### src/rtl/shift_pkg.sv
// rtl/shift_pkg.sv - shared mode and FSM state types for the sequential shifter
package shift_pkg;

    typedef enum logic [1:0] {
        MODE_SLL = 2'b00,
        MODE_SRL = 2'b01,
        MODE_SRA = 2'b10,
        MODE_ROL = 2'b11
    } shift_mode_e;

    typedef enum logic [1:0] {
        ST_IDLE  = 2'b00,
        ST_SHIFT = 2'b01,
        ST_DONE  = 2'b10
    } shift_state_e;

endpackage

### src/rtl/shift_step.sv
// rtl/shift_step.sv - combinational one-step shifter; the caller bounds amt_i to 0..STEP
module shift_step
    import shift_pkg::*;
#(
    parameter int WIDTH = 32
) (
    input  logic [WIDTH-1:0]         data_i,
    input  logic [$clog2(WIDTH):0]   amt_i,
    input  shift_mode_e              mode_i,
    output logic [WIDTH-1:0]         data_o
);

    logic [2*WIDTH-1:0] rot;

    always_comb begin
        // Rotating the doubled word left leaves the rotated result in the upper half.
        rot = {data_i, data_i} << amt_i;
        case (mode_i)
            MODE_SLL: data_o = data_i << amt_i;
            MODE_SRL: data_o = data_i >> amt_i;
            MODE_SRA: data_o = $signed(data_i) >>> amt_i;
            default:  data_o = rot[2*WIDTH-1 -: WIDTH];
        endcase
    end

endmodule

### src/rtl/seq_shift_unit.sv
// rtl/seq_shift_unit.sv - multi-cycle shifter applying up to STEP bits per cycle
module seq_shift_unit
    import shift_pkg::*;
#(
    parameter int WIDTH = 32,
    parameter int STEP  = 4
) (
    input  logic                     clk,
    input  logic                     rst_n,
    input  logic                     in_valid,
    output logic                     in_ready,
    input  logic [WIDTH-1:0]         in_data,
    input  logic [$clog2(WIDTH)-1:0] in_shamt,
    input  logic [1:0]               in_mode,
    input  logic                     abort,
    output logic                     out_valid,
    input  logic                     out_ready,
    output logic [WIDTH-1:0]         out_data
);

    localparam int SW = $clog2(WIDTH);
    localparam logic [SW:0] STEP_W = (SW+1)'(STEP);

    shift_state_e     state_q;
    shift_mode_e      mode_q;
    logic [WIDTH-1:0] data_q;
    logic [WIDTH-1:0] data_d;
    logic [SW:0]      rem_q;
    logic [SW:0]      rem_d;
    logic [SW:0]      amt;

    // One extra counter bit lets STEP equal WIDTH without overflowing the compare.
    always_comb begin
        amt   = (rem_q < STEP_W) ? rem_q : STEP_W;
        rem_d = rem_q - amt;
    end

    shift_step #(
        .WIDTH (WIDTH)
    ) u_step (
        .data_i (data_q),
        .amt_i  (amt),
        .mode_i (mode_q),
        .data_o (data_d)
    );

    always_ff @(posedge clk or negedge rst_n) begin
        if (!rst_n) begin
            state_q <= ST_IDLE;
            mode_q  <= MODE_SLL;
            data_q  <= '0;
            rem_q   <= '0;
        end else begin
            case (state_q)
                ST_IDLE: begin
                    if (in_valid && !abort) begin
                        data_q  <= in_data;
                        mode_q  <= shift_mode_e'(in_mode);
                        rem_q   <= {1'b0, in_shamt};
                        state_q <= (in_shamt == '0) ? ST_DONE : ST_SHIFT;
                    end
                end
                ST_SHIFT: begin
                    if (abort) begin
                        state_q <= ST_IDLE;
                        data_q  <= '0;
                        rem_q   <= '0;
                    end else begin
                        data_q <= data_d;
                        rem_q  <= rem_d;
                        if (rem_d == '0) begin
                            state_q <= ST_DONE;
                        end
                    end
                end
                ST_DONE: begin
                    if (abort || out_ready) begin
                        state_q <= ST_IDLE;
                        data_q  <= '0;
                    end
                end
                default: state_q <= ST_IDLE;
            endcase
        end
    end

    assign in_ready  = (state_q == ST_IDLE);
    assign out_valid = (state_q == ST_DONE);
    assign out_data  = out_valid ? data_q : '0;

endmodule

### config.mk
export PLATFORM = sky130hd
export DESIGN_NAME = seq_shift_unit
export DESIGN_NICKNAME = d
export VERILOG_FILES = /design/src/rtl/shift_pkg.sv /design/src/rtl/shift_step.sv /design/src/rtl/seq_shift_unit.sv
export SDC_FILE = /design/constraint.sdc
export NUM_CORES = 1
export LEC_CHECK = 0
export CORE_UTILIZATION = 35
export DETAILED_ROUTE_END_ITERATION = 8
export GPL_TIMING_DRIVEN = 0
export RECOVER_POWER = 100
export SKIP_LAST_GASP = 1
export SYNTH_ARGS = -nofsm -noshare
export SYNTH_HDL_FRONTEND = slang
export SYNTH_SLANG_ARGS = --single-unit
export TNS_END_PERCENT = 10
### constraint.sdc
create_clock -name clk -period 7 [get_ports clk]
set_input_delay 1.4 -clock clk [delete_from_list [all_inputs] [get_ports clk]]
set_output_delay 1.4 -clock clk [all_outputs]
set_load 0.005 [all_outputs]
==> run_results.csv <==
group,metric,value,unit
synthesis,postSynth.asyncResetShare,1.00,
sta,worst_slew_pin_slew,1.56,ns
place,gp_routability_congestion,0.978,
clock_tree,clockBufferDepth,2,
grt,grt_pass1_wl,36.2,mm
synthesis,synth.area.top_cells,"dfrtp_1 (21%), a21oi_1 (6.6%), mux4_2 (5.9%), and2_1 (4.5%), mux2i_1 (3.8%)",
grt,grt_use_met1,0.438,
setup_path,path_class,"reg2reg",
clock_tree,cts-root-buf,"clkbuf_16",
clock_tree,cts.sinks,42,
setup_path,crit_fanout,10,
synthesis,syn_avg_cell_area,7.74,µm²
route,drcViolationCount,0,
final_layout,syn_to_final_growth,23.3,%
grt,grt_max_degree,27,
die,die_area,0.0147,mm²
grt,overflow,0,
route,wire_per_inst,26.8,µm
place,dp_hpwl,17.3,mm
synthesis,synth_cell_types,79,
synthesis,synth_cells,641,
sta,hold_violations,0,
setup_path,reg2reg_slack,2.49,ns
route,dr.pass1.iters,5,
place,place_area,0.00597,mm²
grt,grt_pass1_vias,5805,
power_and_ir_drop,irDropWorstVdd,0.198,mV
route,drt_iter0_markers,834,
die,ios,78,
synthesis,netlist_area,0.00496,mm²
grt,grt_use_total,0.338,
clock_tree,cts_buffers,5,
grt,top_usage_layer,"met2",
clock_tree,post_cts_resized,0,
sta,setup_viol,0,
grt,antenna_found_initial,0,
sta,finalClockSkew,0.0102,ns
final_layout,fin_area,0.00612,mm²
final_layout,layout.nets,775,
grt,use_met2,0.520,
run,drv_cap,1,
route,vias,6017,
synthesis,synth_area_leader_cell,"dfrtp_1",
synthesis,syn-num-nets,690,
final_layout,fill_cells,1417,
grt,grtUsageMet3,0.0860,
setup_path,endpoint_kind,"flop",
clock_tree,post_cts_buffers,0,
sta,fmax,0.222,GHz
final_layout,layout-drive-gt1-share,0.0963,
synthesis,synth_top_area_frac,0.212,
synthesis,yosys.cell_count.top_type,"a21oi_1",
synthesis,synth_ff_type,"dfrtp_1",
route,postRouteAntennaNets,0,
die,die_w,121,µm
synthesis,synth_seq_area_share,0.212,
synthesis,ys_warn_count,0,
setup_path,worst_ep_required_time,7.19,ns
clock_tree,worstSkewPairLatency,0.31,ns
status,violations,"max-capacitance violations, max-slew violations",
die,rows,43,
synthesis,synth_commonest_cells,"a21oi_1 (65), clkbuf_1 (50), nand2_1 (46), dfrtp_1 (42), nor2_1 (41)",
clock_tree,cts_hold_buffers,0,
clock_tree,cts_max_level,2,
route,wirelength,24.3,mm
min_path,hold_path_class,"reg2reg",
place,portBuffers,77,
final_layout,diodes,0,
sta,final_max_slew_viol_count,27,
clock_tree,cts_tree,"done",
synthesis,synth_edf_count,0,
final_layout,register_area,0.00105,mm²
synthesis,synth_seq_cells,42,
clock_tree,clkTransAtPathRegs,0.07,ns
sta,fin_crit,4.51,ns
final_layout,multi_input_area,0.00349,mm²
setup_path,start_kind,"flop",
final_layout,final_core_util,0.442,
route,viasPerCell,6.63,
die,die-height,121,µm
sta,fin_crit_sh,0.645,
die,coreArea,0.0138,mm²
die,initial_core_util,0.359,
sta,rsz0062_at_grt,"false",
power_and_ir_drop,leakage,0.00228,µW
status,status,"finished with violations",
setup_path,arrival,4.70,ns
power_and_ir_drop,power_density,563,mW/mm²
sta,slew_headroom,-0.0384,
sta,fin_tns_setup,0,ns
-- logic make-up after synthesis --
family | after synthesis | synth area share
multiplexers | 46 | 0.141
buffers and inverters | 95 | 0.0837
other | 1 | 0.000756
flip-flops | 42 | 0.212
AO/OA/AOI/OAI | 232 | 0.309
XOR/XNOR | 2 | 0.00353
adder cells (fa/ha/maj) | 5 | 0.0126
AND/OR/NAND/NOR | 218 | 0.237
-- stage by stage --
stage | power [µW] | worst slack (ns) | hold slack (ns) | instances
finish | 3450 | 2.49 | 0.602 | 907
global route | 3620 | 2.34 | 0.628 | 907
CTS | 3370 | 2.90 | 0.604 | 907
detailed placement | 3080 | 2.59 | 0.592 | 899
global placement | 3080 | 2.61 | 0.585 | 898
floorplan | 2110 | 3.78 | 0.551 | 641
-- worst paths after layout --
path,endpoint,startpoint,depth (start not counted)
min in group asynchronous,data_q[21]$_DFFE_PN0P_,rst_n,1
min reg2reg,rem_q[5]$_DFFE_PN0P_,rem_q[5]$_DFFE_PN0P_,1
max in group asynchronous,data_q[5]$_DFFE_PN0P_,rst_n,2
max,state_q[0]$_DFFE_PN0P_,rem_q[1]$_DFFE_PN0P_,11
min,rem_q[5]$_DFFE_PN0P_,rem_q[5]$_DFFE_PN0P_,1
max reg2reg,state_q[0]$_DFFE_PN0P_,rem_q[1]$_DFFE_PN0P_,11
-- critical path, cell delays in order (launching register included) --
cell	delay, ns
dfrtp_1	0.36
clkbuf_1	0.51
clkbuf_1	0.61
clkbuf_1	0.64
clkbuf_1	0.59
nand2_1	0.12
ha_1	0.30
or3_1	0.33
o211ai_1	0.25
a31oi_1	0.13
or3_1	0.41
mux2i_1	0.14
-- power by group --
group          leakage (µW)  switching (µW)  internal (µW)
logic               0.00168            1780            931
registers          0.000517            90.0            363
clock network     0.0000836             116            168
total               0.00228            1990           1460
-- cells in the final DEF, fill, tap and decap left out, drive strengths merged, types with 14 or more instances in the layout --
master,instances
buf,28
clkbuf,61
o22ai,14
nand2,46
and2,37
o211ai,19
a211oi,16
nor2,42
dfrtp,42
dlygate4sd3,19
clkdlybuf4s50,57
mux2i,19
mux4,17
nand3,24
o21ai,36
a21oi,66
-- state kept, by name, indices dropped and copies added, names as in the netlist --
register,flops
mode_q,2
data_q,32
rem_q,6
state_q,2
-- metal layers --
layer,vias to the layer above,part of all wire
met5,-,0
met4,0,0.047
met3,83,0.11
met2,423,0.45
met1,2909,0.39
li1,2602,-
-- area by class of cell --
type                       count  area share
multi-input combinational    504       0.571
sequential                    42       0.172
timing repair buffer          78       0.126
buffer                        82      0.0595
tap                          180      0.0368
clock buffer                   5      0.0205
inverter                      13     0.00798
clock inverter                 3     0.00655
(Power assumes the default switching activity.)
